**src/rtl/fifo_wr_arbiter.sv**
```systemverilog
// rtl/fifo_wr_arbiter.sv - round-robin burst arbiter driving the async FIFO write port
module fifo_wr_arbiter #(
    parameter int NREQ      = 4,
    parameter int DW        = 8,
    parameter int MAX_BURST = 4,
    localparam int IW       = (NREQ > 1) ? $clog2(NREQ) : 1,
    localparam int BW       = $clog2(MAX_BURST + 1)
) (
    input  logic               wclk,
    input  logic               wrst,
    input  logic [NREQ-1:0]    req_valid,
    input  logic [NREQ*DW-1:0] req_data,
    input  logic [NREQ-1:0]    req_last,
    output logic [NREQ-1:0]    req_ready,
    output logic               fifo_wen,
    output logic [DW-1:0]      fifo_wdata,
    input  logic               fifo_wfull,
    output logic [IW-1:0]      grant_id,
    output logic               busy
);

    typedef enum logic {IDLE, BURST} state_t;

    state_t        state;
    logic [IW-1:0] rr_ptr;
    logic [BW-1:0] beat_cnt;

    logic          sel_found;
    logic [IW-1:0] sel_idx;
    logic          in_burst;
    logic          g_valid;
    logic          g_last;
    logic          xfer;
    logic          last_beat;
    logic [IW-1:0] next_ptr;

    // Scan downwards so the candidate closest to rr_ptr is the one that sticks.
    always_comb begin : rr_scan
        int idx;
        idx       = 0;
        sel_found = 1'b0;
        sel_idx   = '0;
        for (int k = NREQ - 1; k >= 0; k--) begin
            idx = int'(rr_ptr) + k;
            if (idx >= NREQ) idx = idx - NREQ;
            if (req_valid[IW'(idx)]) begin
                sel_found = 1'b1;
                sel_idx   = IW'(idx);
            end
        end
    end

    assign in_burst  = (state == BURST);
    assign busy      = in_burst;
    assign g_valid   = req_valid[grant_id];
    assign g_last    = req_last[grant_id];
    assign fifo_wen  = in_burst & g_valid & ~fifo_wfull;
    assign xfer      = fifo_wen;
    assign last_beat = (beat_cnt == BW'(MAX_BURST - 1));
    assign next_ptr  = (grant_id == IW'(NREQ - 1)) ? '0 : grant_id + IW'(1);

    always_comb begin
        req_ready  = '0;
        fifo_wdata = '0;
        if (in_burst) begin
            req_ready[grant_id] = ~fifo_wfull;
            fifo_wdata          = req_data[int'(grant_id)*DW +: DW];
        end
    end

    always_ff @(posedge wclk) begin
        if (wrst) begin
            state    <= IDLE;
            grant_id <= '0;
            rr_ptr   <= '0;
            beat_cnt <= '0;
        end else begin
            case (state)
                IDLE: begin
                    if (sel_found) begin
                        grant_id <= sel_idx;
                        beat_cnt <= '0;
                        state    <= BURST;
                    end
                end
                BURST: begin
                    if (!g_valid) begin
                        state  <= IDLE;
                        rr_ptr <= next_ptr;
                    end else if (xfer) begin
                        beat_cnt <= beat_cnt + BW'(1);
                        // last flag and burst limit on the same beat collapse into one exit
                        if (g_last || last_beat) begin
                            state  <= IDLE;
                            rr_ptr <= next_ptr;
                        end
                    end
                end
                default: state <= IDLE;
            endcase
        end
    end

endmodule

```
**config.mk**
```make
export PLATFORM = sky130hd
export DESIGN_NAME = fifo_wr_arbiter
export DESIGN_NICKNAME = d
export VERILOG_FILES = /design/src/rtl/fifo_wr_arbiter.sv
export SDC_FILE = /design/constraint.sdc
export NUM_CORES = 1
export LEC_CHECK = 0
export BUFFER_PORTS_ARGS = -buffer_cell sky130_fd_sc_hd__buf_2
export CAP_MARGIN = 20
export CORE_UTILIZATION = 35
export CTS_CLUSTER_SIZE = 28
export DETAILED_ROUTE_END_ITERATION = 12
export GPL_TIMING_DRIVEN = 0
export PLACE_DENSITY = 0.7
export RECOVER_POWER = 100
export SLEW_MARGIN = 20
export SYNTH_ARGS = -nofsm -noshare
export SYNTH_HDL_FRONTEND = slang
export SYNTH_SLANG_ARGS = --single-unit
```
**constraint.sdc**
```tcl
create_clock -name wclk -period 4 [get_ports wclk]
set_clock_uncertainty 0.05 [all_clocks]
set_input_delay 0.6 -clock wclk [delete_from_list [all_inputs] [get_ports wclk]]
set_output_delay 0.6 -clock wclk [all_outputs]
set_load 0.01 [all_outputs]
```
==> Yosys cells after proc, flatten, opt, wreduce, memory -nomap -nowiden <==
Cells that the tools add are included.
{ "totals": {"elab_cells": 86, "out_inout_bits": 16, "input_bits": 43, "regBits": 8} }
{ "op_classes": {"magnitude_cmp": 10, "reduce_logical": 5, "n_mux": 45, "eq_ne": 7, "n_addsub": 9, "shift": 1, "n_bitwise": 5} }
{ "ops": {"columns": ["cell", "n"], "rows": [
  ["variable part select 32 x 6 -> 8 bit", 1],
  ["two-way mux 2 bit", 12],
  ["two-way mux 1 bit", 19],
  ["less-than comparator 2 x 4 -> 1 bit, second input constant", 4],
  ["binary-select mux 1 bit (select 2 bit)", 6],
  ["greater-or-equal comparator 3 bit, second input constant", 3],
  ["two-way mux 3 bit", 3],
  ["two-way mux 8 bit", 1],
  ["subtractor 2 x 1 -> 2 bit, second input constant", 4],
  ["adder 2 x 2 -> 3 bit, second input constant", 2],
  ["inequality test 2 bit, second input constant", 3],
  ["case mux 3 bit (2 select lines)", 1],
  ["AND reduction 3 bit", 2],
  ["AND 4 bit", 1],
  ["two-way mux 4 bit", 1],
  ["inequality test 2 x 1 -> 1 bit, second input constant", 2],
  ["adder 2 x 1 -> 3 bit, second input constant", 1],
  ["adder 3 x 1 -> 3 bit, second input constant", 1],
  ["== test 3 x 2 -> 1 bit, second input constant", 1],
  ["greater-or-equal comparator 2 x 3 -> 1 bit, second input constant", 1],
  ["less-than comparator 2 x 3 -> 1 bit, second input constant", 1],
  ["adder 2 x 1 -> 2 bit, second input constant", 1],
  ["AND 1 bit", 2],
  ["demux 1 bit (select 2 bit)", 1],
  ["other kinds (7)", 8]
]} }

==> Depth between registers and ports, before layout <==
Gate-level depths: netlist of the first run.
{ "logic_depth": {"ltp_word": 12, "ltp_mapped": 6, "ltp_nobuf": 6} }

==> Worst setup path after synthesis of the first run <==
Ideal clock, no wire load.
{ "synth_timing": {"path_kind": "reg-to-output", "from": "register grant_id[0]", "to": "output fifo_wdata[0]", "path_buffers": 2, "t_required_ps": 3350, "arrival_ps": 1524, "slack_ps": 1826, "path_stages_with_launch": 5, "cell_sequence": "dfxtp_1 > buf_4 > buf_2 > mux4_2 > and2_1"} }
{ "synth_between": {"elab_chain_len": 2} }
{ "synth_lines": {"columns": ["element", "line", "text"], "rows": [
  ["start: declaration", "18", "output logic [IW-1:0] grant_id,"],
  ["start signal: assignment", "81", "grant_id <= sel_idx;"],
  ["variable part select 32 x 6 -> 8 bit", "67", "fifo_wdata = req_data[int'(grant_id)*DW +: DW];"],
  ["two-way mux 8 bit", "65", "if (in_burst) begin"],
  ["end: declaration", "16", "output logic [DW-1:0] fifo_wdata,"]
]} }
Every way passes these cells.

==> Final worst setup path of the first run <==
{ "layout_timing": {"from": "register grant_id[0]", "to": "output fifo_wdata[5]"} }
The elaborated chain is that of the path after synthesis.

==> flow_summary.ini, run 1 <==
[run_status]
status = finished clean

[synthesis]
synth-simple-area-share_pct = 22.62
synth_nets = 138
synthAdderAreaFrac_pct = 8.929
synth.yosys.seq_area_share_pct = 19.05
postSynthAreaPerCell_sq_um = 9.447
netlist_instances = 89
synth_top_family_by_area = multiplexers
ys_ff_latch = 8
synth.distinct_cells = 30
synth-compound-area-share_pct = 12.05
synth_xor_area_share_pct = 0
syn_area_sq_um = 840.8
ys_warn_count = 0
synthMuxAreaShare_pct = 30.80

[finish]
final_area_sq_mm = 0.001159
antenna_cells = 0
syn2layout_area_growth_pct = 37.80
nNetsFinal = 200
layout_common_cells = buf_2, clkbuf_1, and2_1
layout_commonest_cell = buf_2
post-route-util_pct = 51.88
drive_gt1_share_pct = 40.27

[route]
vias = 885
wl_met1_um = 845
wl_per_cell_um = 12.63
met2_length_um = 1112
first_pass_iters = 4
vias_per_cell = 5.000
drc = 0
wl_met3_um = 262
dr.first_iter.drc_count = 10
ant_nets = 0
routed.top_layer = met4
wl_um = 2235

[power]
powerDensity_mw_per_mm2 = 222.9
power_mw = 0.2583
peakVddDrop_mv = 0.2050
p_leak_nw = 0.5268

[clock_tree]
clock-sinks = 8
clkTransAtPathRegs_ns = 0.05
postCtsSetupBuffers = 0
cts_tree = built
htree_levels = 1
cts_buffers = 3
postCtsResizedCells = 0
clk_latency_ns = 0.25
postCtsHoldBufs = 0
clock_path_buffers = 2
cts_root_buf = clkbuf_4

[floorplanning]
initial_core_util_pct = 37.65
die-width_um = 51.02
fp.dieH_um = 51.02
rows = 17
core_area_sq_mm = 0.002233
io_pins = 59
dieArea_sq_mm = 0.002603

[hold_path]
hp-class = reg2reg

[worst_setup_path]
crit_path_end = fifo_wdata[5]
r2r-end = rr_ptr[1]$_SDFFE_PP0P_
r2r_slack_ns = 1.98
crit_path_cell_trace = clkbuf_1, clkbuf_1, mux4_2, and2_0, buf_2
path_buf_inv = 3
r2r-start = grant_id[0]$_SDFFE_PP0P_
critPathKind = reg2out
slowest_delay_ns = 0.59
critical_path.top_delay_family = buffers and inverters
worstPathArrival_ns = 2.37
critPathLaunchType = register
crit_path_end_kind = primary output
worstSetupStartpoint = grant_id[0]$_SDFFE_PP0P_
crit_fanout = 10
reg2reg_depth = 6
crit_path_top_delay_cell = mux4_2
cp.required_ns = 3.35
cpMostUsedCell = clkbuf_1
worst-path-stages = 5

[sta]
setup_viol = 0
max-slew-margin-rel_pct = 55.63
slew_violations = 0
clock.fmax_mhz = 330.6
rsz0062_at_grt = false
min_period_over_period_pct = 75.62
finalSetupTns_ns = 0
worst-slew-pin-transition_ns = 0.6655
hold_violations = 0
min_period_ns = 3.025

[placed_design]
dpl_cell_area_sq_mm = 0.001161
place.gp.congestion = 0.7073
dp_hpwl_um = 1866
port-buffer-count = 57

[global_route]
grt_max_degree = 11
grt_pass1_wl_um = 3346
grt_pass1_vias = 794
grt_usage_pct = 17.31
antenna_found_initial = 0
overflow = 0

[run]
drv_cap = 0
[power breakdown]
group	internal (mW)	switching [mW]	total, mW
Clock	0.0342	0.0262	0.0604
Combinational	0.0571	0.0491	0.106
Sequential	0.0848	0.00690	0.0917
[per-stage QoR]
| stage | std cells | hold slack [ns] | setup WS [ns] |
|---|---|---|---|
| 5_1_grt | 177 | 0.4396 | 0.7959 |
| 2_1_floorplan | 89 | 0.3979 | 1.826 |
| 3_3_place_gp | 174 | 0.4084 | 1.693 |
| 4_1_cts | 177 | 0.4244 | 1.386 |
| 3_5_place_dp | 174 | 0.4169 | 1.658 |
| 6_report | 177 | 0.4213 | 0.9753 |
[final cells by class]
cell class              instances  area (sq um)
plain buffers                   5         18.77
well taps                      28         35.03
clock buffers                   3         22.52
multi-input cells              68         623.1
fillers                       231          1075
flip-flops and latches          8         160.2
inverters                       8         30.03
repair buffers                 57         269.0
[worst reg2reg max path, stage by stage, from the launching register on]
cell	delay [ns]
dfxtp_1	0.38
clkbuf_1	0.30
clkbuf_1	0.56
inv_1	0.16
ha_1	0.33
nand2b_1	0.07
mux2i_1	0.06
[flip-flops by register name, summed over array words and instances (netlist names)]
register,count
beat_cnt,3
grant_id,2
rr_ptr,2
busy,1
[cell usage after synthesis, drive strengths merged]
master / n / share of area, %
a21oi: 6 / 3.6
nand3b: 1 / 0.89
nor4: 1 / 0.74
nand3: 2 / 1.2
buf: 4 / 2.5
and2: 12 / 8.9
mux4: 9 / 24
or2: 1 / 0.74
clkbuf: 1 / 0.45
nor2b: 4 / 3.0
a211o: 2 / 2.1
a221oi: 1 / 1.8
nand2: 4 / 2.1
nand2b: 3 / 2.2
nor2: 5 / 2.2
nor3: 1 / 0.59
mux2: 2 / 3.1
mux2i: 3 / 3.6
o21ai: 2 / 1.6
a21o: 1 / 0.89
inv: 8 / 3.6
dfxtp: 8 / 19
o221ai: 2 / 2.1
ha: 6 / 8.9
[kinds of logic (layout without fill, tap and decap cells)]
family	count (synthesis)	after routing
AOI/OAI and AO/OA	14	14
adders and majority gates	6	6
buffers and inverters	13	73
DFF	8	8
muxes	14	14
and+or+nand+nor	34	34
[per-layer routing]
metal,vias to the layer above,GRT usage [%]
li1,439,-
met1,396,17.65
met2,48,32.68
met3,2,6.250
met4,0,4.630
met5,-,0
[worst min path at each step]
stage	end	cells after the start	startpoint	slack, ns
floorplan	beat_cnt[2]$_SDFFE_PP0P_	2	beat_cnt[2]$_SDFFE_PP0P_	0.40
CTS	beat_cnt[2]$_SDFFE_PP0P_	2	beat_cnt[2]$_SDFFE_PP0P_	0.42
global placement	beat_cnt[2]$_SDFFE_PP0P_	2	beat_cnt[2]$_SDFFE_PP0P_	0.41
global route	beat_cnt[2]$_SDFFE_PP0P_	2	beat_cnt[2]$_SDFFE_PP0P_	0.44
finish	beat_cnt[2]$_SDFFE_PP0P_	2	beat_cnt[2]$_SDFFE_PP0P_	0.42
detailed placement	beat_cnt[2]$_SDFFE_PP0P_	2	beat_cnt[2]$_SDFFE_PP0P_	0.42
No activity file was read; power rests on OpenSTA's default activity.
==> run 2, diff against run 1 <==
Settings changed: ABC_AREA from default to 1, PLACE_DENSITY 0.7 to 0.66.
Clock period 4 ns to 2.85 ns, I/O delays scaled along.
==> run 2 against run 1 <==
  * Power grew to 4.3 times the previous value
  * Highest routed layer unchanged
  * Via count rose by 45%
  * Combinational power grew to 7.8 times the previous value
  * Cell area up 16%
  * Largest power group unchanged
  * Global-route usage up 0.71 points
  * Critical path type unchanged
  * Sequential power increased by 100%
==> flow_summary.ini, run 2 <==
[sta]
min_period_over_period_pct = 85.82
setup_viol = 0
clock.fmax_mhz = 408.9
slew_violations = 0
rsz0062_at_grt = false
max-slew-margin-rel_pct = 64.73
worst-slew-pin-transition_ns = 0.5290
min_period_ns = 2.446
hold_violations = 0
finalSetupTns_ns = 0

[synthesis]
netlist_instances = 184
synth_edf_count = 0
synth-compound-area-share_pct = 21.08
synthAdderAreaFrac_pct = 7.229
yosys.area.top_type = dfxtp_1
synth_xor_area_share_pct = 0
syn_area_sq_mm = 0.001038
postSynthAreaPerCell_sq_um = 5.644
synth-simple-area-share_pct = 44.46
synth.yosys.seq_area_share_pct = 15.42
synthTopCellsByArea = dfxtp_1, nor2_1, nand2_1, a21oi_1, o21ai_0
synthMuxAreaShare_pct = 0
yosysMostFrequentCell = nor2_1
ys_ff_latch = 8
synth_common_cells = nor2_1, nand2_1, a21oi_1, o21ai_0, inv_1
ys_warn_count = 0
synth_nets = 233
ys_async_sr_fraction_pct = 0
synth.distinct_cells = 27
synth.top_cell.area_share_pct = 15.42
synth_top_family_by_area = simple AND/OR/NAND/NOR gates
synthFlopType = dfxtp_1

[route]
first_pass_iters = 4
vias_per_cell = 4.645
ant_nets = 0
dr.first_iter.drc_count = 25
drc = 0
wl_per_cell_um = 10.18
vias = 1282
wl_um = 2810

[clock_tree]
postCtsSetupBuffers = 0
postCtsResizedCells = 0
cts_root_buf = clkbuf_4
clkTransAtPathRegs_ns = 0.05
postCtsHoldBufs = 0
clock_path_buffers = 2
cts_tree = built
clk_latency_ns = 0.25
htree_levels = 1
clock-sinks = 8
cts_buffers = 3

[global_route]
grt_pass1_vias = 1097
antenna_found_initial = 0
grt_pass1_wl_um = 4595
grt_max_degree = 12
grt_usage_pct = 18.02
overflow = 0

[worst_setup_path]
critPathKind = reg2out
crit_path_end_kind = primary output
critPathLaunchType = register
crit_path_cell_trace = inv_1, clkbuf_1, clkbuf_1, ha_1, inv_1, nor2_1, buf_2
path_buf_inv = 5
crit_path_top_delay_cell = clkbuf_1
critical_path.top_delay_family = buffers and inverters
worstPathArrival_ns = 1.97
slowest_delay_ns = 0.42
cp.required_ns = 2.37
crit_fanout = 11

[run_status]
status = finished clean

[finish]
nNetsFinal = 296
antenna_cells = 0
layout_commonest_cell = buf_2
post-route-util_pct = 48.36
syn2layout_area_growth_pct = 29.52
layout_common_cells = buf_2, nor2_1, nand2_1
final_area_sq_mm = 0.001345
top_regs = beat_cnt (3), grant_id (2), rr_ptr (2)
largest_register_ffs = 3
top_register = beat_cnt
drive_gt1_share_pct = 27.76

[hold_path]
hp-class = in2reg

[floorplanning]
dieArea_sq_mm = 0.003189
io_pins = 59
initial_core_util_pct = 37.34
die-width_um = 56.47
fp.dieH_um = 56.47
rows = 19
core_area_sq_mm = 0.002781

[power]
power.switching_mw = 0.6023
powerDensity_mw_per_mm2 = 816.1
power.clock.fraction_pct = 7.9
pwr-share-seq_pct = 16.9
p_leak_nw = 0.7281
comb_power_share_pct = 75.3
swShare_pct = 54.87
peakVddDrop_mv = 0.4698
intPower_mw = 0.4954

[placed_design]
port-buffer-count = 58
dp_hpwl_um = 2250
place.gp.congestion = 0.7956
dpl_cell_area_sq_mm = 0.001368

[run]
drv_cap = 0
run 2: changes by cell type after synthesis, moves of 9 or more:
cell / previous run / this run
mux4_2: 9 / 0
inv_1: 6 / 15
o21ai_0: 1 / 18
nor2_1: 5 / 42
and2_1: 12 / 0
nand2_1: 3 / 34
nand2_2: 1 / 10
a21oi_1: 6 / 18
run 2: final timing paths:
| check | cells past startpoint | end | slack (ns) | startpoint |
|---|---|---|---|---|
| worst max-delay path | 7 | req_ready[0] | 0.40 | grant_id[0]$_SDFFE_PP0P_ |
| worst max register to register | 6 | rr_ptr[1]$_SDFFE_PP0P_ | 1.03 | grant_id[0]$_SDFFE_PP0P_ |
| worst min-delay path | 2 | beat_cnt[2]$_SDFFE_PP0P_ | 0.35 | wrst |
| worst min register to register | 1 | beat_cnt[0]$_SDFFE_PP0P_ | 0.41 | beat_cnt[0]$_SDFFE_PP0P_ |
run 2: layout make-up:
| type | instances | area [sq um] |
|---|---|---|
| buffer | 7 | 38.79 |
| tap | 31 | 38.79 |
| inverter | 20 | 82.58 |
| clock buffer | 3 | 22.52 |
| fill | 327 | 1436 |
| multi-input combinational | 149 | 725.7 |
| sequential | 8 | 160.2 |
| timing repair buffer | 58 | 276.5 |
run 2: metal layers:
layer  vias to the layer above  share of wire [%]  GRT usage (%)
li1                        709                  -              -
met4                         0               0.75          3.833
met2                        29                 45          30.59
met5                         -                  0              0
met1                       540                 50          23.39
met3                         4                4.4          3.687
run 2: power by group through the flow:
stage	Combinational (mW)	Clock, mW	Sequential [mW]
final	0.826	0.0863	0.185
after global routing	0.943	0.0977	0.192
after CTS	0.893	0.0909	0.188
after detailed placement	0.891	0	0.190
after global placement	0.885	0	0.189
after floorplan	0.665	0	0.190
run 2: per-stage QoR:
stage / power, mW / hold slack (ns) / worst slack (ns) / instances
2_1_floorplan: 0.8550 / 0.3821 / 1.079 / 184
3_3_place_gp: 1.074 / 0.4069 / 0.7947 / 273
3_5_place_dp: 1.081 / 0.4043 / 0.7843 / 273
4_1_cts: 1.172 / 0.3421 / 0.5005 / 276
5_1_grt: 1.232 / 0.3531 / 0.1785 / 276
6_report: 1.098 / 0.3525 / 0.4042 / 276
run 2: logic make-up after synthesis:
kind of cell               after synthesis
and+or+nand+nor                        101
AOI/OAI and AO/OA                       42
buffers and inverters                   27
DFF                                      8
adders and majority gates                6
run 2: worst register-to-register path: cells and delay by family, from the launching register on:
kind,cells,cell delay [ns]
fa+ha+maj,1,0.31
buf+inv,3,0.81
flops,1,0.39
simple gates,2,0.15
==> run 3, diff against run 2 <==
Settings changed: CELL_PAD_IN_SITES_DETAIL_PLACEMENT from default to 0, CELL_PAD_IN_SITES_GLOBAL_PLACEMENT from default to 2, CORE_UTILIZATION 35 to 20, PLACE_DENSITY 0.66 to default, PLACE_DENSITY_LB_ADDON from default to 0.25.
==> run 3 against run 2 <==
  * Non-clock buffer count did not move
  * Die area grew 72%
  * Critical path depth decreased by 1
  * Maximum frequency down 0.46%
  * Combinational power increased by 3.8%
  * Power is 8.1% higher
  * Largest cell class unchanged
  * Highest routed layer is now met3
==> flow_summary.ini, run 3 (synthesis gave the netlist of run 2 again) <==
[run_status]
status = finished clean

[sta]
hold_slack_ns = 0.3729
timing.final.ws_setup_ns = 0.3929
max-slew-margin-rel_pct = 63.45
rsz0062_at_grt = false
worst-slew-pin-transition_ns = 0.5483
min_period_over_period_pct = 86.21
hold_violations = 0
clock.fmax_mhz = 407.0
setup_viol = 0
min_period_ns = 2.457
finalSetupTns_ns = 0
slew_violations = 0

[route]
ant_nets = 0
first_pass_iters = 4
wl_per_cell_um = 10.75
vias = 1268
drc = 0
wl_um = 3353
dr.first_iter.drc_count = 58
vias_per_cell = 4.064

[floorplanning]
initial_core_util_pct = 21.42
core_area_sq_mm = 0.004848
die-width_um = 74.06
io_pins = 59
rows = 25
fp.dieH_um = 74.06
dieArea_sq_mm = 0.005485

[clock_tree]
clock-sinks = 8
postCtsSetupBuffers = 0
clock_path_buffers = 2
postCtsHoldBufs = 0
postCtsResizedCells = 0
cts_root_buf = clkbuf_8
cts_buffers = 3
clkTransAtPathRegs_ns = 0.04
cts_tree = built
clk_latency_ns = 0.23
htree_levels = 1

[finish]
top_register = beat_cnt
largest_register_ffs = 3
drive_gt1_share_pct = 28.16
layout_common_cells = buf_2, nor2_1, nand2_1
nNetsFinal = 296
layout_commonest_cell = buf_2
final_cells = 312
fillCellCount = 578
regArea_sq_um = 160.2
antenna_cells = 0
syn2layout_area_growth_pct = 35.54
multi_input_comb_area_sq_um = 733.2
top_regs = beat_cnt (3), grant_id (2), rr_ptr (2)

[worst_setup_path]
critPathKind = reg2out
critPathLaunchType = register
path_buf_inv = 4
cp.required_ns = 2.37
critical_path.top_delay_family = buffers and inverters
slowest_delay_ns = 0.40
cpMostUsedCell = clkbuf_1
crit_fanout = 11
crit_path_top_delay_cell = dfxtp_1
crit_path_cell_trace = inv_1, clkbuf_1, clkbuf_1, o21ai_0, a21oi_1, clkbuf_1
crit_path_end_kind = primary output
worstPathArrival_ns = 1.98

[placed_design]
placedCellCount = 309
dp_hpwl_um = 2729
port-buffer-count = 58
dp_worst_setup_slack_ns = 0.8094
place.gp.congestion = 0.7611

[global_route]
overflow = 0
grt_pass1_wl_um = 5368
grt_usage_pct = 12.68
antenna_found_initial = 0
grt_max_degree = 12
grt_pass1_vias = 1161

[power]
power_mw = 1.187
p_leak_nw = 0.7239
peakVddDrop_mv = 0.3013
powerDensity_mw_per_mm2 = 843.2

[hold_path]
hp-class = in2reg

[run]
drv_cap = 0
==> run 3: changes by cell type in the layout (fill, tap and decap cells not counted), moves of 2 or more <==
cell / delta
clkbuf_8: +3
clkbuf_4: -3
clkbuf_1: +2
inv_2: +2
inv_1: -2
==> run 3: routing by layer <==
metal | vias to the layer above | GRT usage (%) | part of all wire [%]
met4 | 0 | 1.282 | 0
met3 | 0 | 3.117 | 4.5
met1 | 537 | 18.53 | 53
met2 | 24 | 19.29 | 43
li1 | 707 | - | -
met5 | - | 0 | 0
==> run 3: path summary, 6_finish.rpt <==
check	from	to	slack (ns)	cells after the start
max	grant_id[0]$_SDFFE_PP0P_	fifo_wdata[0]	0.39	6
min reg2reg	beat_cnt[0]$_SDFFE_PP0P_	beat_cnt[0]$_SDFFE_PP0P_	0.41	1
min	wrst	beat_cnt[1]$_SDFFE_PP0P_	0.37	2
max reg2reg	rr_ptr[0]$_SDFFE_PP0P_	grant_id[1]$_SDFFE_PP0P_	0.96	8
==> run 3: power breakdown <==
part	internal, mW	switching (mW)
logic	0.301	0.556
registers	0.145	0.0448
clock network	0.0919	0.0488
total	0.537	0.649
==> run 3: stage by stage <==
| step | instance area, sq um | util [%] |
|---|---|---|
| after global routing | 1408 | 29.03 |
| after floorplan | 1039 | - |
| final | 1408 | 29.03 |
| after CTS | 1454 | 29.99 |
| after detailed placement | 1413 | 29.14 |
| after global placement | 1413 | 29.14 |
==> run 3: layout make-up <==
cell class                 count  share of cell area (%)
buffer                         7                   2.222
tap                           67                   5.956
multi-input combinational    149                   52.09
sequential                     8                   11.38
clock buffer                   3                   2.933
timing repair buffer          58                   19.56
inverter                      20                   5.867
